File: src/rtl/div_sequencer_pkg.sv
// div_sequencer_pkg: shared definitions for the sequential divider.
//   - DIV_WIDTH_DEFAULT : default operand / result width
//   - div_state_e       : divider FSM state encoding
//   - cnt_width()       : step-counter width for a given operand width
package div_sequencer_pkg;

    localparam int unsigned DIV_WIDTH_DEFAULT = 16;

    typedef enum logic [1:0] {
        IDLE = 2'd0,
        RUN  = 2'd1,
        DONE = 2'd2
    } div_state_e;

    // clog2(width), kept at least one bit wide so a 1-bit divider still has a counter
    function automatic int unsigned cnt_width(input int unsigned width);
        return (width > 1) ? $clog2(width) : 1;
    endfunction

endpackage

File: src/rtl/div_sequencer_step.sv
// div_step: one combinational unsigned restoring-division step.
// Ports:
//   rem_i      partial remainder entering the step (always < divisor)
//   dvd_bit_i  next dividend bit shifted in
//   divisor_i  divisor
//   rem_o      partial remainder leaving the step
//   q_bit_o    quotient bit produced by the step
module div_step
    import div_sequencer_pkg::*;
#(
    parameter int unsigned WIDTH = DIV_WIDTH_DEFAULT
) (
    input  logic [WIDTH-1:0] rem_i,
    input  logic             dvd_bit_i,
    input  logic [WIDTH-1:0] divisor_i,
    output logic [WIDTH-1:0] rem_o,
    output logic             q_bit_o
);

    logic [WIDTH:0] shifted;
    logic [WIDTH:0] diff;

    // Shift in the dividend bit, then trial-subtract the zero-extended divisor
    assign shifted = {rem_i, dvd_bit_i};
    assign diff    = shifted - {1'b0, divisor_i};

    // A borrow (bit WIDTH set) means the divisor did not fit: keep the shifted value
    assign q_bit_o = ~diff[WIDTH];
    assign rem_o   = q_bit_o ? diff[WIDTH-1:0] : shifted[WIDTH-1:0];

endmodule

File: src/rtl/div_sequencer.sv
// div_sequencer: fixed-latency sequential unsigned divider (one bit per clock).
// Ports:
//   clk          clock, all state changes on the rising edge
//   rst          synchronous active-high reset
//   start        begin a division (ignored while busy)
//   dividend     dividend, sampled on the accepting edge
//   divisor      divisor, sampled on the accepting edge
//   busy         high while a division is in progress
//   done         one-cycle pulse when new results are valid
//   quotient     quotient of the last completed division
//   remainder    remainder of the last completed division
//   div_by_zero  last completed division had a zero divisor
module div_sequencer
    import div_sequencer_pkg::*;
#(
    parameter int unsigned WIDTH = DIV_WIDTH_DEFAULT
) (
    input  logic             clk,
    input  logic             rst,
    input  logic             start,
    input  logic [WIDTH-1:0] dividend,
    input  logic [WIDTH-1:0] divisor,
    output logic             busy,
    output logic             done,
    output logic [WIDTH-1:0] quotient,
    output logic [WIDTH-1:0] remainder,
    output logic             div_by_zero
);

    localparam int unsigned CNT_W = cnt_width(WIDTH);

    div_state_e       state_q, state_d;
    logic [CNT_W-1:0] cnt_q,   cnt_d;
    // Dividend shifts out at the top while quotient bits fill in from the bottom
    logic [WIDTH-1:0] dvd_q,   dvd_d;
    logic [WIDTH-1:0] dsr_q,   dsr_d;
    logic [WIDTH-1:0] part_q,  part_d;
    logic [WIDTH-1:0] quo_q,   quo_d;
    logic [WIDTH-1:0] rem_q,   rem_d;
    logic             dbz_q,   dbz_d;
    logic             busy_q,  busy_d;
    logic             done_q,  done_d;

    logic [WIDTH-1:0] step_rem;
    logic             step_qbit;
    logic [WIDTH-1:0] dvd_shifted;

    div_step #(
        .WIDTH (WIDTH)
    ) u_step (
        .rem_i     (part_q),
        .dvd_bit_i (dvd_q[WIDTH-1]),
        .divisor_i (dsr_q),
        .rem_o     (step_rem),
        .q_bit_o   (step_qbit)
    );

    // Drop the consumed dividend MSB and append the new quotient bit
    assign dvd_shifted = WIDTH'({dvd_q, step_qbit});

    // State and datapath registers
    always_ff @(posedge clk) begin
        if (rst) begin
            state_q <= IDLE;
            cnt_q   <= '0;
            dvd_q   <= '0;
            dsr_q   <= '0;
            part_q  <= '0;
            quo_q   <= '0;
            rem_q   <= '0;
            dbz_q   <= 1'b0;
            busy_q  <= 1'b0;
            done_q  <= 1'b0;
        end else begin
            state_q <= state_d;
            cnt_q   <= cnt_d;
            dvd_q   <= dvd_d;
            dsr_q   <= dsr_d;
            part_q  <= part_d;
            quo_q   <= quo_d;
            rem_q   <= rem_d;
            dbz_q   <= dbz_d;
            busy_q  <= busy_d;
            done_q  <= done_d;
        end
    end

    // Next-state, datapath and output decode
    always_comb begin
        state_d = state_q;
        cnt_d   = cnt_q;
        dvd_d   = dvd_q;
        dsr_d   = dsr_q;
        part_d  = part_q;
        quo_d   = quo_q;
        rem_d   = rem_q;
        dbz_d   = dbz_q;
        busy_d  = 1'b0;
        done_d  = 1'b0;

        case (state_q)
            RUN: begin
                busy_d = 1'b1;
                if (dsr_q == '0) begin
                    // Zero divisor: finish immediately with saturated quotient
                    state_d = DONE;
                    quo_d   = '1;
                    rem_d   = dvd_q;
                    dbz_d   = 1'b1;
                    busy_d  = 1'b0;
                    done_d  = 1'b1;
                end else begin
                    part_d = step_rem;
                    dvd_d  = dvd_shifted;
                    cnt_d  = cnt_q + CNT_W'(1);
                    if (cnt_q == CNT_W'(WIDTH - 1)) begin
                        state_d = DONE;
                        quo_d   = dvd_shifted;
                        rem_d   = step_rem;
                        busy_d  = 1'b0;
                        done_d  = 1'b1;
                    end
                end
            end

            default: begin
                // IDLE and DONE both accept a new request; DONE otherwise falls to IDLE
                if (start) begin
                    state_d = RUN;
                    dvd_d   = dividend;
                    dsr_d   = divisor;
                    part_d  = '0;
                    cnt_d   = '0;
                    dbz_d   = 1'b0;
                    busy_d  = 1'b1;
                end else begin
                    state_d = IDLE;
                end
            end
        endcase
    end

    assign busy        = busy_q;
    assign done        = done_q;
    assign quotient    = quo_q;
    assign remainder   = rem_q;
    assign div_by_zero = dbz_q;

endmodule

File: config.mk
export PLATFORM = sky130hd
export DESIGN_NAME = div_sequencer
export DESIGN_NICKNAME = d
export VERILOG_FILES = /design/src/rtl/div_sequencer_pkg.sv /design/src/rtl/div_sequencer_step.sv /design/src/rtl/div_sequencer.sv
export SDC_FILE = /design/constraint.sdc
export NUM_CORES = 1
export LEC_CHECK = 0
export ABC_CLOCK_PERIOD_IN_PS = 5400
export CAP_MARGIN = 20
export CORE_MARGIN = 4
export CORE_UTILIZATION = 45
export CTS_BUF_LIST = sky130_fd_sc_hd__clkbuf_4 sky130_fd_sc_hd__clkbuf_8 sky130_fd_sc_hd__clkbuf_16
export DETAILED_ROUTE_END_ITERATION = 8
export PLACE_DENSITY = 0.81
export SYNTH_ARGS = -nofsm -noshare
export SYNTH_HDL_FRONTEND = slang
export SYNTH_SLANG_ARGS = --single-unit
File: constraint.sdc
create_clock -name clk -period 5.4 [get_ports clk]
set_input_delay 0.81 -clock clk [delete_from_list [all_inputs] [get_ports clk]]
set_output_delay 0.81 -clock clk [all_outputs]
set_load 0.01 [all_outputs]
==> Word-level counts from Yosys, hierarchy flattened <==
Index checks and enable logic that the tools add are counted.
{ "classes": {"eq_ne": 5, "muxes": 27, "addsub": 2, "bitwise": 2, "reduce_logical": 8} }
{ "op_table": {"columns": ["cell", "n"], "rows": [
  ["$mux 16", 11],
  ["$sub 17x16->17", 1],
  ["$logic_not 16->1", 1],
  ["$mux 4", 3],
  ["$mux 1", 10],
  ["$reduce_and 2->1", 4],
  ["$mux 2", 3],
  ["$add 4x1->4 const B", 1],
  ["$eq 4x4->1 const B", 1],
  ["$ne 2x2->1 const B", 2],
  ["$reduce_bool 2->1", 2],
  ["$ne 3x3->1 const B", 1],
  ["$eq 2x1->1 const B", 1],
  ["$not 1->1", 2],
  ["$reduce_or 2->1", 1]
]} }
{ "totals": {"out_inout_bits": 35, "input_bits": 35, "word_cells": 54, "ff_bits": 89} }

==> Longest topological paths before layout <==
{ "depth": {"ltp_word": 4, "depth_mapped": 13, "ltp_nobuf": 10} }

==> Cells and area by module <==
From an unflattened synthesis, not the netlist that was laid out.
{ "unflattened": {"hier_cells": 532, "hier_area_um2": 4941.0} }
{ "by_module_without_submodules": {"columns": ["mod", "area_each_um2", "cells_per_inst", "seq_area_each_um2", "n_inst"], "rows": [
  ["div_sequencer", 3931.3, 404, 1781.7, 1],
  ["div_step", 1009.7, 128, 0.0, 1]
]} }

==> Worst setup path before layout <==
Ideal clock, no wire load.
{ "synth_path": {"path_type": "register -> register", "from": "reg dvd_q[15]", "to": "reg rem_q[5], in the netlist remainder[5]", "path_buffers": 2, "synth_period_minus_slack_ps": 2664, "t_required_ps": 5285, "t_arrival_ps": 2549, "setup_ps": 115, "path_slack_ps": 2736, "path_stages_with_launch": 13, "path_cell_list": "dfxtp_1 > inv_1 > ha_1 > fa_1 > and2b_1 > o2111ai_1 > nand3_2 > a32o_1 > buf_6 > or2_1 > buf_2 > or3_1 > a31o_1"} }
{ "synth_between": {"elab_chain_cells": 4} }
{ "synth_lines": {"columns": ["element", "line", "text"], "rows": [
  ["start: declaration", "div_sequencer.sv:35", "logic [WIDTH-1:0] dvd_q, dvd_d;"],
  ["start signal: assignment", "div_sequencer.sv:77", "dvd_q <= dvd_d;"],
  ["$sub 17x16->17", "div_sequencer_step.sv:25", "assign diff = shifted - {1'b0, divisor_i};"],
  ["$mux 16", "div_sequencer_step.sv:29", "assign rem_o = q_bit_o ? diff[WIDTH-1:0] : shifted[WIDTH-1:0];"],
  ["$mux 16", "div_sequencer.sv:116", "if (cnt_q == CNT_W'(WIDTH - 1)) begin"],
  ["$mux 16", "div_sequencer.sv:104", "if (dsr_q == '0) begin"],
  ["end signal: assignment", "div_sequencer.sv:81", "rem_q <= rem_d;"],
  ["end: declaration", "div_sequencer.sv:39", "logic [WIDTH-1:0] rem_q, rem_d;"]
]} }
No other way between the ends. The select of a mux whose other input is x is not followed.
A chain may end at the register's enable or synchronous reset.

==> Worst setup path after layout <==
{ "layout_path": {"from": "reg dsr_q[10]", "to": "reg part_q[1]"} }
{ "layout_between": {"elab_chain_cells": 4, "elab_cells_between_ends": 7, "cone_classes": "1 x add/sub; 1 x eq/ne; 3 x mux; 2 x reduce/logical"} }
{ "layout_lines": {"columns": ["element", "line", "text"], "rows": [
  ["start: declaration", "div_sequencer.sv:36", "logic [WIDTH-1:0] dsr_q, dsr_d;"],
  ["start signal: assignment", "div_sequencer.sv:78", "dsr_q <= dsr_d;"],
  ["$sub 17x16->17", "div_sequencer_step.sv:25", null],
  ["$mux 16", "div_sequencer_step.sv:29", null],
  ["$mux 16", "div_sequencer.sv:104", null],
  ["$mux 16", "div_sequencer.sv:101", "case (state_q)"],
  ["end signal: assignment", "div_sequencer.sv:79", "part_q <= part_d;"],
  ["end: declaration", "div_sequencer.sv:37", "logic [WIDTH-1:0] part_q, part_d;"]
]} }
Several ways; a longest one is shown, not always the timed one. The select of a mux whose other input is x is not followed.

==> summary.md <==
| Metric | Value |
|---|---|
| Status | `completed` |
| Clk root buf | `clkbuf_8` |
| Crit path capture type | `flip-flop` |
| Pleak | `2.00 nW` |
| Max clock buf depth | `2` |
| Critical Path, Cell by Cell | `nor4_1 > and4_1 > nand2_1 > and2_1 > buf_16 > nor2_1 > nand2_1 > o21ai_1` |
| GRT Total Usage | `20.9%` |
| Post-route DRC | `0` |
| CTS resizes | `0` |
| Mux share of post-synthesis cell area | `1.32%` |
| Register Area | `1780 um^2` |
| H-tree depth | `3` |
| YS warnings | `0` |
| CP Launch Type | `flip-flop` |
| Core Footprint | `9820 um^2` |
| Min cycle time layout | `3630 ps` |
| CTS Buf Count | `9` |
| Hold Path Origin | `dsr_q[2]` |
| Final number of setup-violating endpoints | `0` |
| First-pass GRT wire length | `19,800 um` |
| Fillers | `940` |
| Die height | `109 um` |
| Post-synthesis simple-gate area fraction | `23.5%` |
| Setup Fix Bufs, Post-CTS | `0` |
| WL final | `12,600 um` |
| R2R depth | `8` |
| Syn Nets | `633` |
| Hold Crit Depth | `2` |
| Multi-input gate area | `2520 um^2` |
| Commonest non-fill, non-tap cell in the layout | `nand2_1` |
| Sequential element share of the synthesized area | `39.2%` |
| Metal1 wirelength | `5530 um` |
| End of the worst register-to-register path | `part_q[1]` |
| Initial Utilization | `46.3%` |
| Post-CTS Hold Buffers | `0` |
| Clk slew on worst S/H paths | `90 ps` |
| Cell area after synthesis | `4550 um^2` |
| R2R Setup Slk | `1770 ps` |
| Antenna violations before repair | `0` |
| Most used cell, CP | `nand2_1` |
| RSZ-0062 raised after global routing | `false` |
| Full die area | `11,800 um^2` |
| Mapped Cells | `580` |
| Final Cycle Share | `67.3%` |
| Vias per cell | `5.94` |
| First-pass detailed-route iteration total | `5` |
| Critical Path AT | `3920 ps` |
| Worst r2r src | `dsr_q[10]` |
| Ys async rst share | `0%` |
| Slowest-stage cell, CP | `nor2_1` |
| Worst Skew | `15.5 ps` |
| ANT nets after route | `0` |
| # diodes | `0` |
| Placement Rows | `36` |
| Cell Pwr Density | `413 nW/um^2` |
| Max-Cap Viols | `0` |
| Worst hold path type | `reg -> reg` |
| Width of the chip | `109 um` |
| Primary FF master, synth | `dfxtp_1` |
| Post-synth EDFFs | `0` |
| Syn-to-layout area delta | `20.1%` |
| Vias in the first global route | `4,121` |
| Post-synthesis xor/xnor area fraction | `1.73%` |
| Worst hold endpoint | `dsr_q[2]` |
| Register bit count reported by yosys | `89` |
| IO buf count | `69` |
| Main combinational cell family by area after synthesis | `compound AO/OA/AOI/OAI gates` |
| Latest clock arrival within the worst-skew pair | `370 ps` |
| Routed met2 length | `5980 um` |
| Final setup margin | `1770 ps` |
| Post-Synth Adder-Cell Area | `5.12%` |
| CTS tree | `built` |
| CP Launch Point | `dsr_q[10]` |
| Sink Count | `89` |
| Fraction of layout cells with a size suffix above 1 | `4.62%` |
| Setup Total Neg Slack | `0 ps` |
| Synth Area in Compound Gates | `23.8%` |
| Routability cong. | `0.917` |
| Max Used Layer | `met4` |
| DP Worst Slack | `1630 ps` |
| Gr ovfl total | `0` |
| Wire per inst | `16.6 um` |
| Relative slew slack | `31.3%` |
| Metal3 WL | `871 um` |
| Fmax | `275 MHz` |
| Hold Vio Cnt, Final | `0` |
| Most frequent cells in the layout | `nand2_1, dfxtp_1, clkdlybuf4s50_1` |
| DRT iter0 DRCs | `327` |
| Slew Viols, Final | `0` |
| Hold_ws | `481 ps` |
| Largest net degree at the start of global routing | `62` |
| Worst slew pin tran | `1030 ps` |
| HPWL after detailed placement | `9190 um` |
| CP required | `5680 ps` |
| Critical Path Fanout Max | `29` |
| WS Path Type | `reg -> reg` |
| Syn Area/Cell | `7.84 um^2` |
| Final nets | `676` |
| Vias | `4,520` |
| CP max stage delay | `680 ps` |
| Worst vdd rail ir drop | `0.000294 V` |
| Top-Level Pins | `70` |
| Post-synth cell types | `57` |
worst max path at each step:
stage                              end  slack, ps
after global placement      part_q[11]       1880
after global routing         part_q[0]       1530
after floorplan           remainder[5]       2740
after CTS                   part_q[12]       1600
final                        part_q[1]       1770
after detailed placement     part_q[0]       1630
worst max-delay path: cells and delay by family (launching register included):
family          cells  cell delay (ps)
simple gates        6             2870
compound gates      1              120
buf+inv             1              200
flops               1              340
where the power goes:
| group | leakage, nW | total [W] | switching (W) | internal, W |
|---|---|---|---|---|
| combinational | 1.18 | 0.00103 | 0.000618 | 0.000413 |
| clock | 0.0947 | 0.000447 | 0.000267 | 0.000180 |
| sequential | 0.726 | 0.000781 | 0.0000617 | 0.000719 |
| total | 2.00 | 0.00226 | 0.000946 | 0.00131 |
metrics by stage:
stage | cell area [um^2] | instances | utilization (%) | total power, W
after detailed placement | 5250 | 744 | 53.4 | 0.00179
after global routing | 5460 | 761 | 55.6 | 0.00237
final | 5460 | 761 | 55.6 | 0.00226
after CTS | 5440 | 760 | 55.4 | 0.00223
after global placement | 5250 | 744 | 53.4 | 0.00176
after floorplan | 4550 | 580 | - | 0.00154
area by class of cell:
| class | instances | area share [%] |
|---|---|---|
| clock buffer | 9 | 2.27 |
| clock inverter | 7 | 1.19 |
| inverter | 18 | 1.24 |
| multi-input combinational | 432 | 46.2 |
| sequential | 89 | 32.6 |
| tap | 133 | 3.05 |
| timing repair buffer | 73 | 13.5 |
Yosys cell counts (2+ instances only):
cell	count	area share, %
nand3_1	9	0.99
a21o_1	5	0.83
dfxtp_1	89	39
nor2_1	32	2.6
a21oi_1	45	5.0
nand4_1	5	0.69
or3_1	9	1.2
and2_1	3	0.41
buf_2	5	0.55
o211ai_1	7	1.2
a31oi_1	27	3.7
nor3_1	11	1.2
xnor2_1	8	1.5
nor2b_1	2	0.28
o22ai_1	2	0.28
ha_1	17	4.7
nor4_1	6	0.83
buf_6	2	0.50
inv_1	18	1.5
o2111ai_1	2	0.39
mux2i_1	6	1.3
and3_1	8	1.1
and4_1	5	0.96
a211oi_1	4	0.66
o21ai_1	10	1.1
a311oi_1	18	3.5
o21a_1	3	0.50
clkbuf_1	34	2.8
nand2_1	127	10
nand2b_1	7	0.96
nand3b_1	2	0.33
o21ai_0	27	3.0
cells by family (layout without fill, tap and decap cells):
kind of cell / count (synthesis) / after routing
AO/OA/AOI/OAI: 166 / 166
XOR/XNOR: 9 / 9
adder cells (fa/ha/maj): 18 / 18
buffers and inverters: 59 / 107
flip-flops: 89 / 89
multiplexers: 6 / 6
AND/OR/NAND/NOR: 233 / 233
state kept, by name, summed over array words and instances, names as in the netlist:
register,cells
cnt_q,4
done,1
dsr_q,16
div_by_zero,1
remainder,16
part_q,16
quotient,16
dvd_q,16
busy,1
state_q,2
layer usage:
metal	track usage, %	vias up
li1	-	2167
met2	33.3	185
met4	8.12	0
met1	28.7	2143
met3	2.99	25
met5	0	-
No activity file was read; power rests on OpenSTA's default activity.
